==> src/rtl/symcounter_pkg.sv <==
// Shared types and constants for the symbol-counter game: answer FSM states,
// 7-segment codes and the decimal split used by the answer-phase display.
package symcounter_pkg;

    typedef enum logic [1:0] {
        ST_IDLE   = 2'd0,
        ST_ANSWER = 2'd1,
        ST_CHECK  = 2'd2,
        ST_SHOW   = 2'd3
    } state_t;

    // Active-low patterns, bit7 = dp, bits6..0 = gfedcba
    localparam logic [7:0] SEG_BLANK = 8'hFF;
    localparam logic [7:0] SEG_P     = 8'h8C;
    localparam logic [7:0] SEG_F     = 8'h8E;
    localparam logic [7:0] SEG_DIGITS [10] = '{
        8'hC0, 8'hF9, 8'hA4, 8'hB0, 8'h99,
        8'h92, 8'h82, 8'hF8, 8'h80, 8'h90
    };

    localparam logic [7:0] MAX_GUESS   = 8'd99;
    localparam logic [3:0] DIGIT_BLANK = 4'hF;

    // Clamps to 99, then peels off the tens by constant compare-subtract.
    // Returns {tens, ones} as two 4-bit digits.
    function automatic logic [7:0] splitDecimal(input logic [7:0] value);
        logic [7:0] rest;
        logic [3:0] tens;
        rest = (value > MAX_GUESS) ? MAX_GUESS : value;
        tens = 4'd0;
        for (int t = 9; t >= 1; t--) begin
            if (tens == 4'd0 && rest >= 8'(t * 10)) begin
                tens = 4'(t);
                rest = rest - 8'(t * 10);
            end
        end
        return {tens, rest[3:0]};
    endfunction

endpackage

==> src/rtl/seg7_digit.sv <==
// Maps one decimal digit to its active-low 7-segment pattern; values above 9
// produce a blank digit.
module seg7_digit
    import symcounter_pkg::*;
(
    input  logic [3:0] value,
    output logic [7:0] seg
);

    always_comb begin
        seg = SEG_BLANK;
        if (value <= 4'd9) begin
            seg = SEG_DIGITS[value];
        end
    end

endmodule

==> src/rtl/answer_period.sv <==
// Answer-phase controller: timed guess entry with up/down/submit buttons,
// grading against the latched symbol count, result display and running score.
module answer_period
    import symcounter_pkg::*;
#(
    parameter int TIMEOUT_S = 10,
    parameter int SHOW_S    = 3
) (
    input  logic       Clk100M,
    input  logic       ResetN,
    input  logic       tick1Hz,
    input  logic       answerSig,
    input  logic [7:0] numSpecial,
    input  logic       btnUp,
    input  logic       btnDown,
    input  logic       btnSubmit,
    output logic [7:0] ansSeg0,
    output logic [7:0] ansSeg1,
    output logic [7:0] ansSeg2,
    output logic [7:0] ansSeg3,
    output logic       busy,
    output logic       correct,
    output logic       wrong,
    output logic [7:0] score,
    output logic       doneSig
);

    localparam logic [3:0] REMAIN_INIT = 4'(TIMEOUT_S - 1);
    localparam logic [7:0] SHOW_INIT   = 8'(SHOW_S);

    state_t     state, stateNxt;
    logic [7:0] guess, guessNxt;
    logic [7:0] target, targetNxt;
    logic [3:0] remain, remainNxt;
    logic [7:0] showCnt, showCntNxt;
    logic [7:0] scoreNxt;
    logic       passed, passedNxt;
    logic       upQ, downQ, submitQ;
    logic       upEdge, downEdge, submitEdge;
    logic       match;

    logic       correctNxt, wrongNxt, doneNxt, busyNxt;
    logic [3:0] digit3, digit2, digit1, digit0;
    logic [7:0] segRaw3, segRaw2, segRaw1, segRaw0, seg3Nxt;
    logic [7:0] splitVal;

    assign upEdge     = btnUp & ~upQ;
    assign downEdge   = btnDown & ~downQ;
    assign submitEdge = btnSubmit & ~submitQ;
    assign match      = (guess == target);

    // State register
    always_ff @(posedge Clk100M or negedge ResetN) begin
        if (!ResetN) begin
            state <= ST_IDLE;
        end else begin
            state <= stateNxt;
        end
    end

    // Next-state logic
    always_comb begin
        stateNxt = state;
        case (state)
            ST_IDLE:   if (answerSig) stateNxt = ST_ANSWER;
            ST_ANSWER: if (submitEdge || (tick1Hz && remain == 4'd0)) stateNxt = ST_CHECK;
            ST_CHECK:  stateNxt = ST_SHOW;
            ST_SHOW:   if (tick1Hz && showCnt <= 8'd1) stateNxt = ST_IDLE;
            default:   stateNxt = ST_IDLE;
        endcase
    end

    // Datapath next values; a submit edge swallows same-cycle up/down edges
    always_comb begin
        guessNxt   = guess;
        targetNxt  = target;
        remainNxt  = remain;
        showCntNxt = showCnt;
        scoreNxt   = score;
        passedNxt  = passed;
        case (state)
            ST_IDLE: begin
                if (answerSig) begin
                    targetNxt = numSpecial;
                    guessNxt  = 8'd0;
                    remainNxt = REMAIN_INIT;
                end
            end
            ST_ANSWER: begin
                if (!submitEdge) begin
                    if (upEdge && !downEdge && guess < MAX_GUESS) begin
                        guessNxt = guess + 8'd1;
                    end else if (downEdge && !upEdge && guess != 8'd0) begin
                        guessNxt = guess - 8'd1;
                    end
                end
                if (tick1Hz && remain != 4'd0) begin
                    remainNxt = remain - 4'd1;
                end
            end
            ST_CHECK: begin
                showCntNxt = SHOW_INIT;
                passedNxt  = match;
                if (match && score != 8'hFF) begin
                    scoreNxt = score + 8'd1;
                end
            end
            ST_SHOW: begin
                if (tick1Hz && showCnt != 8'd0) begin
                    showCntNxt = showCnt - 8'd1;
                end
            end
            default: ;
        endcase
    end

    // Output logic, computed from next values so every output is a register
    always_comb begin
        correctNxt = (state == ST_CHECK) && match;
        wrongNxt   = (state == ST_CHECK) && !match;
        doneNxt    = (state == ST_SHOW) && (stateNxt == ST_IDLE);
        busyNxt    = (stateNxt != ST_IDLE);
        digit3     = DIGIT_BLANK;
        digit2     = DIGIT_BLANK;
        digit1     = DIGIT_BLANK;
        digit0     = DIGIT_BLANK;
        splitVal   = 8'd0;
        case (stateNxt)
            ST_ANSWER, ST_CHECK: begin
                splitVal = splitDecimal(guessNxt);
                digit2   = remainNxt;
                digit1   = splitVal[7:4];
                digit0   = splitVal[3:0];
            end
            ST_SHOW: begin
                splitVal = splitDecimal(targetNxt);
                digit1   = splitVal[7:4];
                digit0   = splitVal[3:0];
            end
            default: ;
        endcase
        seg3Nxt = segRaw3;
        if (stateNxt == ST_SHOW) begin
            seg3Nxt = passedNxt ? SEG_P : SEG_F;
        end
    end

    seg7_digit u_digit3 (.value(digit3), .seg(segRaw3));
    seg7_digit u_digit2 (.value(digit2), .seg(segRaw2));
    seg7_digit u_digit1 (.value(digit1), .seg(segRaw1));
    seg7_digit u_digit0 (.value(digit0), .seg(segRaw0));

    // Button history tracks the inputs in every state so a held button never edges
    always_ff @(posedge Clk100M or negedge ResetN) begin
        if (!ResetN) begin
            guess   <= 8'd0;
            target  <= 8'd0;
            remain  <= 4'd0;
            showCnt <= 8'd0;
            score   <= 8'd0;
            passed  <= 1'b0;
            upQ     <= 1'b0;
            downQ   <= 1'b0;
            submitQ <= 1'b0;
            correct <= 1'b0;
            wrong   <= 1'b0;
            doneSig <= 1'b0;
            busy    <= 1'b0;
            ansSeg3 <= SEG_BLANK;
            ansSeg2 <= SEG_BLANK;
            ansSeg1 <= SEG_BLANK;
            ansSeg0 <= SEG_BLANK;
        end else begin
            guess   <= guessNxt;
            target  <= targetNxt;
            remain  <= remainNxt;
            showCnt <= showCntNxt;
            score   <= scoreNxt;
            passed  <= passedNxt;
            upQ     <= btnUp;
            downQ   <= btnDown;
            submitQ <= btnSubmit;
            correct <= correctNxt;
            wrong   <= wrongNxt;
            doneSig <= doneNxt;
            busy    <= busyNxt;
            ansSeg3 <= seg3Nxt;
            ansSeg2 <= segRaw2;
            ansSeg1 <= segRaw1;
            ansSeg0 <= segRaw0;
        end
    end

endmodule
==> config.mk <==
export PLATFORM = sky130hd
export DESIGN_NAME = answer_period
export DESIGN_NICKNAME = d
export VERILOG_FILES = /design/src/rtl/symcounter_pkg.sv /design/src/rtl/seg7_digit.sv /design/src/rtl/answer_period.sv
export SDC_FILE = /design/constraint.sdc
export NUM_CORES = 1
export LEC_CHECK = 0
export BUFFER_PORTS_ARGS = -buffer_cell sky130_fd_sc_hd__buf_2
export CAP_MARGIN = 20
export CORE_UTILIZATION = 40
export CTS_BUF_LIST = sky130_fd_sc_hd__clkbuf_8
export CTS_CLUSTER_DIAMETER = 40
export DETAILED_ROUTE_END_ITERATION = 12
export SYNTH_ARGS = -nofsm -noshare
export SYNTH_HDL_FRONTEND = slang
export SYNTH_HIERARCHICAL = 1
export SYNTH_SLANG_ARGS = --single-unit
==> constraint.sdc <==
create_clock -name Clk100M -period 16.8 [get_ports Clk100M]
set_input_delay 0.84 -clock Clk100M [delete_from_list [all_inputs] [get_ports Clk100M]]
set_output_delay 0.84 -clock Clk100M [all_outputs]
set_load 0.005 [all_outputs]
## Word-level counts from Yosys, hierarchy flattened

Memories as Yosys holds them, arrays and structs flattened.
Index checks and enable logic that the tools add are counted.
W data, S select, Z words.

| storage, ports and cells | value |
|---|---|
| memories | 3 |
| word-level logic and storage cells | 250 |
| register bits | 78 |
| memory bits (read-only) | 384 |
| output and inout bits | 44 |

| operators by class | value |
|---|---|
| muxes and demuxes | 101 |
| equal/unequal tests | 9 |
| order comparisons | 28 |
| reductions and logical operators | 59 |
| add/sub/neg operators | 23 |
| bitwise operators | 9 |

Memories:

| memory | depth | bits a word | read ports | clocked after memory_dff | wr ports | RTL line | text |
|---|---|---|---|---|---|---|---|
| (no name shown) | 16 | 8 | 1 | 0 | 0 | seg7_digit.sv:13 | `seg = SEG_DIGITS[value];` |
| (no name shown) | 16 | 8 | 1 | 0 | 0 | seg7_digit.sv:13 |  |
| (no name shown) | 16 | 8 | 1 | 0 | 0 | seg7_digit.sv:13 |  |

Operators with widths:

| cell | number |
|---|---|
| $mux W8 | 50 |
| $mux W4 | 39 |
| $logic_not A4 Y1 | 17 |
| $ge A8 B6 Y1 const B | 6 |
| $ge A8 B7 Y1 const B | 6 |
| $sub A8 B6 Y8 const B | 6 |
| $sub A8 B7 Y8 const B | 6 |
| $ge A8 B5 Y1 const B | 4 |
| $pmux W8 S2 | 2 |
| $sub A8 B5 Y8 const B | 4 |
| $logic_and A1 B1 Y1 | 28 |
| $pmux W4 S2 | 3 |
| $add A8 B1 Y8 const B | 2 |
| $ge A8 B4 Y1 const B | 2 |
| $gt A8 B7 Y1 const B | 2 |
| $reduce_bool A8 Y1 | 2 |
| $sub A8 B1 Y8 const B | 2 |
| $ge A5 B5 Y1 const B | 3 |
| $not A4 Y5 | 3 |
| $le A4 B4 Y1 const B | 3 |
| $eq A2 B2 Y1 const B | 4 |
| $eq A8 B8 Y1 | 1 |
| $le A8 B1 Y1 const B | 1 |
| $lt A8 B7 Y1 const B | 1 |
| 18 further kinds | 32 |

## Depth between registers and ports, before layout

Gate-level depths: netlist (run 1).

| logic depth | value |
|---|---|
| depth in word-level cells | 51 |
| depth in mapped cells | 61 |
| gate-level depth less buffers | 59 |

## Cells and area by module

The synthesis (run 1) kept the hierarchy.

Modules (own cells, without submodules):

| module | times used | area each (um^2) | seq. area each (um^2) | cells each |
|---|---|---|---|---|
| answer_period | 1 | 7508.5 | 1991.9 | 868 |
| seg7_digit | 4 | 217.7 | 0.0 | 32 |

## Worst setup path before layout (run 1)

No wires, ideal clock.

| path | value |
|---|---|
| path type | input -> register |
| start point | in btnUp |
| end point | reg ansSeg1[3] |
| cell stages on the path | 59 |
| library setup time | 0.084 ns |
| slack | 5.069 ns |
| arrival | 11.646 ns |
| buffers on the path | 2 |
| cell sequence | or3b_1 a211o_1 o22a_1 buf_2 o211a_1 nor2_2 nand4_1 a21oi_2 inv_1 ha_1 o211ai_1 nor3_1 o2111ai_1 nor2b_1 ha_1 a2111oi_1 o31ai_1 nand2_1 [23 not listed] or4_1 and3_1 o311ai_2 nand2_1 mux2i_2 ha_1 inv_1 a22oi_1 o311ai_1 a22o_1 a21oi_2 nor2_1 a211o_1 inv_1 ha_1 o21bai_1 a22oi_2 o21ai_1 |

| between the ends | value |
|---|---|
| cells in the longest elaborated chain, start to end | 50 |

RTL lines:

| item | RTL line | text |
|---|---|---|
| from (decl) | answer_period.sv:14 | `input logic btnUp,` |
| $and A1 B1 Y1 * | answer_period.sv:47 | `assign upEdge = btnUp & ~upQ;` |
| $logic_not A1 Y1 | answer_period.sv:93 | `end else if (downEdge && !upEdge && guess != 8'd0) begin` |
| $logic_and A1 B1 Y1 (2 in series) | answer_period.sv:93 |  |
| $mux W8 | answer_period.sv:93 |  |
| $mux W8 * | answer_period.sv:91 | `if (upEdge && !downEdge && guess < MAX_GUESS) begin` |
| $mux W8 * | answer_period.sv:90 | `if (!submitEdge) begin` |
| $pmux W8 S2 * | answer_period.sv:81 | `case (state)` |
| $gt A8 B7 Y1 | symcounter_pkg.sv:29 | `rest = (value > MAX_GUESS) ? MAX_GUESS : value;` |
| [34 not listed] | n/a |  |
| $mux W4 * | symcounter_pkg.sv:32 | `if (tens == 4'd0 && rest >= 8'(t * 10)) begin` |
| $pmux W4 S2 * | answer_period.sv:128 | `case (stateNxt)` |
| via digit1[0] | answer_period.sv:43 | `logic [3:0] digit3, digit2, digit1, digit0;` |
| $not A4 Y5 (implied by the code) | seg7_digit.sv:13 |  |
| $mem_v2 Z16 W8 | n/a |  |
| $mux W8 (implied by the code) (2 in series) | seg7_digit.sv:13 |  |
| $mux W8 * | seg7_digit.sv:12 | `if (value <= 4'd9) begin` |
| via segRaw1[3] | answer_period.sv:44 | `logic [7:0] segRaw3, segRaw2, segRaw1, segRaw0, seg3Nxt;` |
| to (signal assigned) | answer_period.sv:189 | `ansSeg1 <= segRaw1;` |
| to (decl) | answer_period.sv:18 | `output logic [7:0] ansSeg1,` |

The timed path passes the listed nets; every way through them passes the cells marked *. The select of a mux whose other input is x is not followed.
A chain may end at the register's enable or synchronous reset.

## Worst setup path in the final report (run 1)

| path | value |
|---|---|
| start point | reg guess[0] |
| end point | reg ansSeg0[6] |

| between the ends | value |
|---|---|
| cells in the longest elaborated chain, start to end | 48 |

RTL lines:

| item | RTL line | text |
|---|---|---|
| from (decl) | answer_period.sv:32 | `logic [7:0] guess, guessNxt;` |
| from (signal assigned) | answer_period.sv:174 | `guess <= guessNxt;` |
| parallel branches: the longest is 5 deep, another holds $sub A8 B1 Y8 | n/a |  |
| $pmux W8 S2 * | answer_period.sv:81 |  |
| $gt A8 B7 Y1 | symcounter_pkg.sv:29 |  |
| $mux W8 * | symcounter_pkg.sv:29 |  |
| $sub A8 B7 Y8 or $ge A8 B7 Y1 (tied branches) | symcounter_pkg.sv:34, symcounter_pkg.sv:32 |  |
| $mux W8 or $mux W4 (tied branches) | symcounter_pkg.sv:32 |  |
| $mux W8 or $mux W4 (tied branches) | answer_period.sv:128 |  |
| $ge A8 B7 Y1 or $logic_not A4 Y1 (tied branches) | symcounter_pkg.sv:32 |  |
| [29 not listed] | n/a |  |
| $mux W4 * | symcounter_pkg.sv:32 |  |
| $pmux W4 S2 * | answer_period.sv:128 |  |
| via digit0[2] | answer_period.sv:43 |  |
| $not A4 Y5 (implied by the code) | seg7_digit.sv:13 |  |
| $mem_v2 Z16 W8 | n/a |  |
| $mux W8 (implied by the code) (2 in series) | seg7_digit.sv:13 |  |
| $mux W8 * | seg7_digit.sv:12 |  |
| via segRaw0[6] | answer_period.sv:44 |  |
| to (signal assigned) | answer_period.sv:190 | `ansSeg0 <= segRaw0;` |
| to (decl) | answer_period.sv:17 | `output logic [7:0] ansSeg0,` |

Mark *: on every way through the listed nets, which the timed path passes. The select of a mux whose other input is x is not followed.

==> impl_metrics.py, run 1 <==
metrics = {
    "sta": {
        "max-slew-margin-rel_pct": 29.97,
        "tightest_slew_ns": 1.034,
        "skew_ns": 0.01031,
        "hold_viol_final": 0,
        "grt_setup_unrepaired": "no",
        "post-route-period-util_pct": 83.04,
        "drv_slew": 0,
        "finalSetupViolCount": 0,
        "setup_tns_ns": 0,
        "fmax_mhz": 71.69,
        "period_minus_slack_ns": 13.95,
    },
    "placed_design": {
        "hpwl_mm": 17.10,
        "gp_congestion": 0.8783,
        "io_buffers": 58,
    },
    "global_routing": {
        "overflow": 0,
        "grt_pass1_vias": 7152,
        "grt_max_degree": 66,
        "grt_usage_pct": 19.99,
        "antenna_found_initial": 0,
        "grt_pass1_wl_mm": 35.66,
    },
    "critical_path": {
        "critPathKind": "reg2reg",
        "timing.rr.end": "ansSeg0[6]$_DFF_PN1_",
        "slowest_delay_ns": 0.85,
        "startpoint": "guess[0]$_DFF_PN0_",
        "crit_path_start_kind": "flip-flop",
        "r2r_setup_slack_ns": 2.85,
        "worst_path_most_repeated_cell": "ha_1",
        "endpoint_kind": "flip-flop",
        "ff2ff_path_depth": 54,
        "cp.depth": 54,
        "cp_num_buf_inv": 2,
        "cpLargestDelayFamily": "compound AO/OA/AOI/OAI gates",
        "critical_path.max_fanout": 13,
        "cp_slowest_cell": "o311ai_1",
        "r2r-start": "guess[0]$_DFF_PN0_",
        "arrival_ns": 14.22,
        "crit_required_ns": 17.07,
    },
    "clock_network": {
        "cts_tree": "done",
        "clk_pin_slew_ns": 0.09,
        "cts_hold_buf": 0,
        "h-tree-depth": 3,
        "post_cts_resized": 0,
        "cts_inserted_buffers": 9,
        "clk_path_buf_depth": 2,
        "clock_latency_ns": 0.36,
        "root_buffer": "clkbuf_8",
        "cts.sinks": 78,
        "post_cts_buffers": 0,
    },
    "detailed_routing": {
        "antenna_left": 0,
        "via_per_inst": 5.853,
        "vias": 7703,
        "wl_per_cell_um": 16.40,
        "drt_iter0_markers": 670,
        "first_pass_iters": 5,
        "drc": 0,
        "wl_mm": 21.59,
    },
    "logic_synthesis": {
        "ys_async_sr_fraction_pct": 100.0,
        "synth_top_area_share_pct": 13.74,
        "synth_edf_count": 0,
        "yosysMostFrequentCell": "nand2_1",
        "yosysTopAreaCell": "dfrtp_1",
        "synth.area.top_cells": "dfrtp_1 (14%), dfstp_2 (10%), ha_1 (8.5%), nand2_1 (3.9%), a21oi_1 (3.6%)",
        "ys_warn_count": 6,
        "synth_flop_cell": "dfrtp_1",
        "synth.avg_cell_area_um2": 8.413,
        "synth.distinct_cells": 117,
        "ys_top_cells_by_count": "nand2_1 (87), nor2_1 (80), inv_1 (70)",
        "synthCells": 996,
        "syn-cell-area_um2": 8379,
        "ys_seq_area_share_pct": 23.77,
        "synth-seq-cells": 78,
    },
    "die": {
        "start_util_pct": 41.15,
        "die_x_um": 146.7,
        "ioPinCount": 59,
        "row_count": 52,
        "die-area_um2": 21530,
        "core_area_um2": 20360,
        "die_h_um": 146.7,
    },
    "cells_and_area": {
        "final_nets": 1113,
        "areaGrowthSynthToFinish_pct": 7.720,
        "n_antenna_cell": 0,
        "drive_above_1_share_pct": 19.02,
    },
    "min_path": {
        "min_path_type": "in2async",
    },
    "job": {
        "drv_cap": 0,
    },
    "status": {
        "status": "finished clean",
    },
}
## layout by cell type, fill, tap and decap left out, types with 9 or more instances in the layout
master / Yosys / routed
nand2_1: 87 / 87
nor2_1: 80 / 80
inv_1: 70 / 70
a21oi_1: 61 / 61
ha_1: 57 / 57
buf_2: 9 / 57
dfrtp_1: 46 / 46
dfstp_2: 32 / 32
nand3_1: 31 / 31
xnor2_1: 26 / 26
nor3_1: 25 / 25
mux2i_1: 25 / 25
o211ai_1: 23 / 23
o21ai_0: 21 / 21
nand4_1: 17 / 17
o21ai_1: 14 / 14
conb_1: 5 / 14
nand2b_1: 12 / 12
xor2_1: 12 / 12
a211oi_1: 11 / 11
nor4_1: 11 / 11
a21o_1: 11 / 11
o211a_1: 10 / 10
a31oi_1: 10 / 10
or3_1: 9 / 9
nor2b_1: 9 / 9
mux2_2: 9 / 9
clkbuf_8: 0 / 9
## sequential cells by signal, summed over array words and instances (netlist names)
signal,flops
wrong,1
doneSig,1
ansSeg1,8
guess,8
submitQ,1
ansSeg3,8
ansSeg2,8
upQ,1
ansSeg0,8
remain,4
busy,1
downQ,1
score,8
target,8
showCnt,8
passed,1
correct,1
state,2
## per-layer routing
layer  share of wire [%]  GRT usage (%)  vias to the layer above
li1                    -              -                     3803
met1                  47          27.18                     3672
met2                  47          32.87                      204
met3                 3.9          2.764                       24
met4                 2.0          5.781                        0
met5                   0              0                        -
## worst max path at each step
stage	slack [ns]	end
2_1_floorplan	5.07	ansSeg1[3]$_DFF_PN1_
3_3_place_gp	3.31	ansSeg0[6]$_DFF_PN1_
3_5_place_dp	3.03	ansSeg0[6]$_DFF_PN1_
4_1_cts	3.05	ansSeg0[5]$_DFF_PN1_
5_1_grt	1.69	ansSeg0[4]$_DFF_PN1_
6_report	2.85	ansSeg0[6]$_DFF_PN1_
## per-stage QoR
step	cells	hold slack, ns	worst slack (ns)	cell area [µm²]	util (%)
after floorplan	1005	0.4363	5.069	8413	-
after global placement	1300	0.4800	3.313	8846	43.44
after detailed placement	1300	0.4842	3.027	8846	43.44
after CTS	1316	0.3045	3.052	9026	44.32
after global routing	1316	0.3050	1.688	9026	44.32
final	1316	0.3188	2.850	9026	44.32
## cells by family (layout without fill, tap and decap cells)
kind of cell | after synthesis | in the layout | synth area share (%)
AO/OA/AOI/OAI | 318 | 318 | 30.57
XOR/XNOR | 41 | 41 | 4.554
adder cells (fa/ha/maj) | 57 | 57 | 8.511
buffers and inverters | 112 | 153 | 6.047
flip-flops | 78 | 78 | 23.77
multiplexers | 35 | 35 | 4.360
other | 5 | 14 | 0.2240
AND/OR/NAND/NOR | 350 | 350 | 21.97
## area by class of cell
class	count	area, µm²
timing repair buffer	60	307.8
fill	2022	11340
multi-input combinational	815	5919
sequential	78	1992
clock inverter	7	56.30
clock buffer	9	123.9
inverter	77	289.0
tap	270	337.8
Power of run 1 is left out: the tool's default activity adds up to more than one toggle a clock period on the data nets, which glitch-free logic cannot reach.
==> run 2: changes to the inputs <==
==> constraint.sdc (replaced) <==
create_clock -name Clk100M -period 13.5 [get_ports Clk100M]
set_input_delay 0.675 -clock Clk100M [delete_from_list [all_inputs] [get_ports Clk100M]]
set_output_delay 0.675 -clock Clk100M [all_outputs]
set_load 0.005 [all_outputs]
==> impl_metrics.py, run 2 (same netlist as run 1, synthesis figures left out) <==
metrics = {
    "sta": {
        "hold_viol_final": 0,
        "setup_tns_ns": 0,
        "skew_ns": 0.008987,
        "fmax_mhz": 78.84,
        "period_minus_slack_ns": 12.68,
        "finalSetupViolCount": 0,
        "max-slew-margin-rel_pct": 35.35,
        "post-route-period-util_pct": 93.95,
        "tightest_slew_ns": 0.9697,
        "drv_slew": 0,
    },
    "cells_and_area": {
        "multi_input_area_um2": 6006,
        "final_cell_mix": "nand2_1 (85), nor2_1 (78), inv_1 (71), a21oi_1 (59), buf_2 (57)",
        "drive_above_1_share_pct": 21.32,
        "areaGrowthSynthToFinish_pct": 10.78,
        "fill_cells": 2016,
        "n_antenna_cell": 0,
        "final_common_cell": "nand2_1",
        "register_area_um2": 1992,
        "final_nets": 1127,
    },
    "detailed_routing": {
        "wl_per_cell_um": 16.36,
        "vias": 7739,
        "drc": 0,
        "antenna_left": 0,
        "via_per_inst": 5.819,
        "first_pass_iters": 5,
        "wl_mm": 21.75,
        "drt_iter0_markers": 579,
    },
    "die": {
        "die-area_um2": 21530,
        "row_count": 52,
        "core_area_um2": 20360,
        "start_util_pct": 41.15,
        "die_x_um": 146.7,
        "die_h_um": 146.7,
        "ioPinCount": 59,
    },
    "placed_design": {
        "io_buffers": 58,
        "gp_congestion": 0.9188,
        "hpwl_mm": 16.86,
    },
    "status": {
        "status": "finished clean",
    },
    "critical_path": {
        "crit_required_ns": 13.79,
        "cp_slowest_cell": "dfrtp_1",
        "worst_path_most_repeated_cell": "ha_1",
        "critPathKind": "reg2reg",
        "critical_path.max_fanout": 13,
        "crit_path_start_kind": "flip-flop",
        "slowest_delay_ns": 0.46,
        "endpoint_kind": "flip-flop",
        "arrival_ns": 12.98,
    },
    "clock_network": {
        "root_buffer": "clkbuf_8",
        "cts_tree": "done",
        "h-tree-depth": 3,
        "cts_hold_buf": 0,
        "clock_latency_ns": 0.37,
        "cts.sinks": 78,
        "clk_path_buf_depth": 2,
        "clk_pin_slew_ns": 0.08,
        "cts_inserted_buffers": 9,
    },
    "global_routing": {
        "grt_usage_pct": 20.15,
        "antenna_found_initial": 0,
        "grt_max_degree": 79,
        "grt_pass1_vias": 7220,
        "overflow": 0,
        "grt_pass1_wl_mm": 36.02,
    },
    "min_path": {
        "min_path_type": "in2async",
    },
    "job": {
        "drv_cap": 0,
    },
}
-- run 2: final cells by class --
| class | count | area share [%] |
|---|---|---|
| clock buffer | 9 | 1.334 |
| sequential | 78 | 21.46 |
| multi-input combinational | 815 | 64.70 |
| clock inverter | 7 | 1.307 |
| timing repair buffer | 74 | 4.448 |
| inverter | 77 | 3.114 |
| tap | 270 | 3.639 |
-- run 2: metal layers --
| metal | vias up | global-route usage [%] | share of wire (%) |
|---|---|---|---|
| met2 | 201 | 32.87 | 46 |
| met1 | 3684 | 27.84 | 48 |
| met4 | 0 | 6.354 | 1.9 |
| met3 | 26 | 2.112 | 4.1 |
| li1 | 3828 | - | - |
| met5 | - | 0 | 0 |
-- run 2: path summary, 6_finish.rpt --
kind,start,to,slack [ns],cells past startpoint
max in group asynchronous,ResetN,score[3]$_DFFE_PN0P_,12.43,1
worst min register to register,score[5]$_DFFE_PN0P_,score[5]$_DFFE_PN0P_,0.51,1
min in group Clk100M,btnSubmit,submitQ$_DFF_PN0_,0.44,1
worst max register to register,guess[0]$_DFF_PN0_,ansSeg1[3]$_DFF_PN1_,0.82,56
worst min-delay path,ResetN,target[6]$_DFF_PN0_,0.44,1
worst max-delay path,guess[0]$_DFF_PN0_,ansSeg1[3]$_DFF_PN1_,0.82,56
-- run 2: timing repair --
action	CTS	global route
pin swaps	0	7
setup buffers	0	9
resized for setup	1	19
hold endpoints to repair	0	0
setup endpoints to repair	6	14
-- run 2: critical path, delay by kind of cell (launching register included) --
family | cells | cell delay, ns
AOI/OAI and AO/OA | 25 | 5.41
and+or+nand+nor | 16 | 3.46
adders and majority gates | 8 | 1.86
xor gates and xnor gates | 2 | 0.55
muxes | 2 | 0.53
DFF | 1 | 0.46
buffers and inverters | 3 | 0.33
-- run 2: stage by stage --
stage	hold WS [ns]	util, %	cell area [µm²]	setup WS (ns)	cells
detailed placement	0.4977	43.62	8884	0.06146	1305
floorplan	0.3794	-	8413	1.830	1005
finish	0.4393	45.58	9283	0.8165	1330
global route	0.4315	45.58	9283	-0.05262	1330
global placement	0.4934	43.62	8884	0.3795	1305
CTS	0.4186	44.86	9136	0.1241	1321
Power of run 2 is left out for the same reason.
